$ cat src/rtl/inst_fetch.sv
// Instruction fetch unit: single-outstanding ROM requester feeding a
// two-entry instruction buffer, with branch redirect and stale-data discard.
//
//  state     | meaning
//  ----------+--------------------------------------------------------
//  S_FETCH   | request outstanding at fetch_pc
//  S_FULL    | buffer holds two entries, no request issued
//  S_DISCARD | request issued before a redirect still in flight; its data is dropped
module inst_fetch #(
    parameter logic [31:0] RESET_PC = 32'h0000_0000
) (
    input  logic        clk,
    input  logic        rst,
    input  logic        stall_i,
    input  logic        branch_flag_i,
    input  logic [31:0] branch_target_i,
    output logic        rom_req_o,
    output logic [31:0] rom_addr_o,
    input  logic        rom_ack_i,
    input  logic [31:0] rom_data_i,
    output logic [31:0] if_pc,
    output logic [31:0] if_inst,
    output logic        if_valid
);

    typedef enum logic [1:0] {
        S_FETCH   = 2'd0,
        S_FULL    = 2'd1,
        S_DISCARD = 2'd2
    } state_t;

    state_t      state_q;
    state_t      state_d;
    logic [31:0] fetch_pc_q;
    logic [31:0] fetch_pc_d;
    logic [31:0] stale_addr_q;
    logic [31:0] target_aligned;
    logic        req_seen_q;
    logic        ack_ok;
    logic        push;
    logic        pop;
    logic        flush;
    logic        room;
    logic        enter_discard;
    logic [1:0]  count_q;
    logic [1:0]  count_d;
    logic [31:0] head_pc_q;
    logic [31:0] head_inst_q;
    logic [31:0] tail_pc_q;
    logic [31:0] tail_inst_q;

    // Low address bits are masked off so every redirect lands word aligned.
    assign target_aligned = branch_target_i & 32'hFFFF_FFFC;

    assign if_valid = (count_q != 2'd0);
    assign if_pc    = if_valid ? head_pc_q   : 32'h0000_0000;
    assign if_inst  = if_valid ? head_inst_q : 32'h0000_0000;

    // A redirect squashes the dequeue; popping an empty buffer cannot happen.
    assign pop  = if_valid & ~stall_i & ~branch_flag_i;
    assign room = (count_q != 2'd2) | pop;

    // Request is forced low while reset is held so it drops asynchronously.
    assign rom_req_o  = ~rst & (state_q != S_FULL);
    assign rom_addr_o = (state_q == S_DISCARD) ? stale_addr_q : fetch_pc_q;

    // An ack only counts if the request was visible on the previous cycle;
    // this rejects a response to a request that reset abandoned.
    assign ack_ok = rom_ack_i & req_seen_q & (state_q != S_FULL);

    // Next-state, fetch pointer advance and buffer push/flush decisions.
    always_comb begin
        state_d       = state_q;
        fetch_pc_d    = fetch_pc_q;
        push          = 1'b0;
        flush         = 1'b0;
        enter_discard = 1'b0;
        count_d       = count_q;
        if (branch_flag_i) begin
            flush      = 1'b1;
            count_d    = 2'd0;
            fetch_pc_d = target_aligned;
            case (state_q)
                S_FETCH: begin
                    if (ack_ok) begin
                        state_d = S_FETCH;
                    end else begin
                        state_d       = S_DISCARD;
                        enter_discard = 1'b1;
                    end
                end
                S_DISCARD: state_d = ack_ok ? S_FETCH : S_DISCARD;
                default:   state_d = S_FETCH;
            endcase
        end else begin
            if ((state_q == S_FETCH) && ack_ok && room) begin
                push       = 1'b1;
                fetch_pc_d = fetch_pc_q + 32'd4;
            end
            count_d = count_q + {1'b0, push} - {1'b0, pop};
            case (state_q)
                S_FETCH:   state_d = (count_d == 2'd2) ? S_FULL : S_FETCH;
                S_FULL:    state_d = pop ? S_FETCH : S_FULL;
                S_DISCARD: state_d = ack_ok ? S_FETCH : S_DISCARD;
                default:   state_d = S_FETCH;
            endcase
        end
    end

    // State register, fetch pointer and the address held during discard.
    always_ff @(posedge clk or posedge rst) begin
        if (rst) begin
            state_q      <= S_FETCH;
            fetch_pc_q   <= RESET_PC;
            stale_addr_q <= 32'h0000_0000;
            req_seen_q   <= 1'b0;
        end else begin
            state_q    <= state_d;
            fetch_pc_q <= fetch_pc_d;
            req_seen_q <= rom_req_o;
            if (enter_discard) begin
                stale_addr_q <= fetch_pc_q;
            end
        end
    end

    // Two-entry buffer: head is presented, tail backs it up.
    always_ff @(posedge clk or posedge rst) begin
        if (rst) begin
            count_q     <= 2'd0;
            head_pc_q   <= 32'h0000_0000;
            head_inst_q <= 32'h0000_0000;
            tail_pc_q   <= 32'h0000_0000;
            tail_inst_q <= 32'h0000_0000;
        end else begin
            count_q <= count_d;
            if (!flush) begin
                if (push && ((count_q == 2'd0) || (pop && (count_q == 2'd1)))) begin
                    head_pc_q   <= fetch_pc_q;
                    head_inst_q <= rom_data_i;
                end else if (pop) begin
                    head_pc_q   <= tail_pc_q;
                    head_inst_q <= tail_inst_q;
                end
                if (push && (((count_q == 2'd1) && !pop) || ((count_q == 2'd2) && pop))) begin
                    tail_pc_q   <= fetch_pc_q;
                    tail_inst_q <= rom_data_i;
                end
            end
        end
    end

endmodule
$ cat config.mk
export PLATFORM = sky130hd
export DESIGN_NAME = inst_fetch
export DESIGN_NICKNAME = d
export VERILOG_FILES = /design/src/rtl/inst_fetch.sv
export SDC_FILE = /design/constraint.sdc
export NUM_CORES = 1
export LEC_CHECK = 0
export CORE_MARGIN = 5
export CORE_UTILIZATION = 55
export DETAILED_ROUTE_END_ITERATION = 8
export GPL_ROUTABILITY_DRIVEN = 0
export PLACE_DENSITY = 0.83
export SYNTH_ARGS = -nofsm -noshare
export SYNTH_HDL_FRONTEND = slang
export SYNTH_SLANG_ARGS = --single-unit
$ cat constraint.sdc
create_clock -name clk -period 19.3 [get_ports clk]
set_input_delay 2.895 -clock clk [delete_from_list [all_inputs] [get_ports clk]]
set_output_delay 2.895 -clock clk [all_outputs]
set_load 0.1 [all_outputs]
==> impl_metrics.toml <==
[detailed_routing]
via_count = 7304
routedWlPerCell_um = 18.0
vias_per_cell = 5.77
drc = 0
drtIter0Drc = 521
antenna_left = 0
first_pass_iters = 5
drt-total-wl_um = 22700

[layout]
area_growth_pct = 24.1
layout-drive-gt1-share_pct = 15.6
nets = 1105
final_util_pct = 69.3
nFillCells = 1263
fin_area_um2 = 11500
fin_cells = 1265

[critical_path]
crit_path_top_delay_cell = "clkdlybuf4s50_1"
required_ns = 16.41
startpoint_type = "input port"
crit_arrival_ns = 4.95
critPathMaxFanout = 2
cp_common_cell = "clkdlybuf4s50_1"
critPathKind = "input port to primary output"
slowest_delay_ns = 1.19
path_cells = "clkdlybuf4s50_1 -> a21oi_1 -> clkdlybuf4s50_1"
end_kind = "primary output"

[logic_synthesis]
synth_seq_area_share_pct = 51.2
netlist_instances = 919
ys_top_cells_by_count = "189 x dfrtp_1, 151 x nand2_1, 117 x mux2_2, 82 x nor2_1, 75 x a31oi_1"
yosys-top-cells-area = "dfrtp_1 51%, mux2_2 14%, nand2_1 6.1%"
synth_top_cell_by_area = "dfrtp_1"
synthArstFlopShare_pct = 100
synth_cell_types = 55
synth_ff_type = "dfrtp_1"
ys_ff_latch = 189
syn-cell-area_um2 = 9230
synth-warning-count = 0
syn_area_per_cell_um2 = 10.0
synth_most_common_cell = "dfrtp_1"
synth_edf_count = 0
netlist.area_leader.share_pct = 51.2

[grt]
antenna_found_initial = 1
grt_pass1_vias = 7123
grt_max_degree = 113
grtUsageTotal_pct = 23.3
grt_pass1_wl_um = 36800
grt_overflow = 0

[clocking]
cts_hold_buf = 0
cts_max_level = 4
path_clk_slew_ns = 0.06
cts.sinks = 189
cts_buffer_depth = 2
cts_setup_buffers = 0
cts_tree = "built"
clock_latency_ns = 0.44
cts_root_buffer = "clkbuf_16"
cts_resized = 0
numCtsBuffers = 17

[timing]
fin_crit_ns = 7.85
setup_viol = 0
hold_viol = 0
worst_slack_ns = 11.45
fmax_ghz = 0.127
worst_slew_margin_rel_pct = 18.7
fin_crit_sh_pct = 40.7
setup_tns_ns = 0
worstMarginPinSlew_ns = 1.21
finalMaxSlewViolations = 0
rsz0062_at_grt = "no"
finClkSkew_ns = 0.0154

[placement]
dp_hpwl_um = 14400
post_dp_cell_area_um2 = 10900
io_buffers = 160
dp.cells = 1234
pre_cts_slack_ns = 11.47

[pwr]
seqPwrFrac_pct = 36.9
p_sw_uw = 671
p_per_area_nw_per_um2 = 139
power_frac_clock_pct = 22.1
power_frac_comb_pct = 41.1
power.internal_uw = 918
p_sw_share_pct = 42.2
peakVddDrop_v = 0.000110
leakagePower_nw = 4.89

[die]
die-area_um2 = 19500
die_w_um = 140
start_util_pct = 55.9
rows = 47
io_pins = 167
die_h_um = 140
core_area_um2 = 16500

[run]
cap_viol_max_count = 0

[status]
status = "completed"

[worst_hold_path]
hold_path_class = "flip-flop to flip-flop"
-- stage by stage --
stage / power (mW) / hold slack, ns
after floorplan: 1.09 / 0.441
after global placement: 1.23 / 0.462
after detailed placement: 1.24 / 0.475
after CTS: 1.60 / 0.489
after global routing: 1.66 / 0.510
final: 1.59 / 0.484
-- cells in the final DEF (no fill, tap or decap), types with 7 or more instances in the layout --
master,netlist,routed
a22oi_1,7,7
a31oi_1,75,75
and2_1,62,62
buf_4,7,10
clkbuf_16,0,17
clkdlybuf4s50_1,0,160
dfrtp_1,189,189
mux2_2,117,117
nand2_1,151,150
nand3_1,19,18
nor2_1,82,81
nor2b_1,10,10
o21ai_0,27,27
o31ai_1,8,8
or3_1,10,10
or4_1,9,9
-- flip-flops by register name, summed over array words and instances (netlist names) --
register	cells
count_q	2
tail_inst_q	32
tail_pc_q	30
state_q	2
head_pc_q	30
head_inst_q	32
req_seen_q	1
stale_addr_q	30
fetch_pc_q	30
-- worst max-delay path, delay by kind of cell --
family / cells / cell delay [ns]
buffers and inverters: 2 / 1.74
AO/OA/AOI/OAI: 1 / 0.31
-- routing by layer --
metal / share of wire [%] / up-vias / track usage (%)
met5: 0 / - / 0
met4: 2.0 / 0 / 6.78
met3: 5.0 / 37 / 5.15
met1: 44 / 3619 / 31.3
li1: - / 3438 / -
met2: 49 / 210 / 38.3
-- cell families (layout without fill, tap and decap cells) --
logic type	after synthesis	in the layout	synth area share, %
AO/OA/AOI/OAI	139	139	9.66
XOR/XNOR	6	6	0.718
adder cells (fa/ha/maj)	3	3	0.407
buffers and inverters	86	208	4.04
flip-flops	189	189	51.2
multiplexers	118	118	14.4
other	1	5	0.0406
AND/OR/NAND/NOR	377	377	19.5
-- final cells by class --
cell class	count	area [µm²]	share of cell area (%)
clock buffer	23	458	4.00
inverter	8	37.5	0.328
tap	220	275	2.40
clock inverter	7	115	1.00
antenna	1	2.50	0.0218
sequential	189	4730	41.3
timing repair buffer	170	1680	14.6
multi-input combinational	647	4170	36.3
-- power by group through the flow --
| stage | combinational [mW] | clock [mW] | sequential (mW) |
|---|---|---|---|
| floorplan | 0.531 | 0 | 0.563 |
| global placement | 0.645 | 0 | 0.585 |
| detailed placement | 0.654 | 0 | 0.590 |
| CTS | 0.657 | 0.355 | 0.585 |
| global route | 0.688 | 0.373 | 0.599 |
| finish | 0.653 | 0.351 | 0.586 |
-- final timing paths --
path / depth (start not counted) / slack [ns] / from / end
min in group asynchronous: 2 / 3.06 / rst / req_seen_q
max: 3 / 11.45 / rst / rom_req_o
min: 2 / 0.48 / stale_addr_q[23] / stale_addr_q[23]
min reg2reg: 2 / 0.48 / stale_addr_q[23] / stale_addr_q[23]
max reg2reg: 5 / 16.61 / state_q[0] / tail_inst_q[31]
max in group asynchronous: 3 / 14.77 / rst / tail_inst_q[17]
Power figures use the tool's default switching activity.
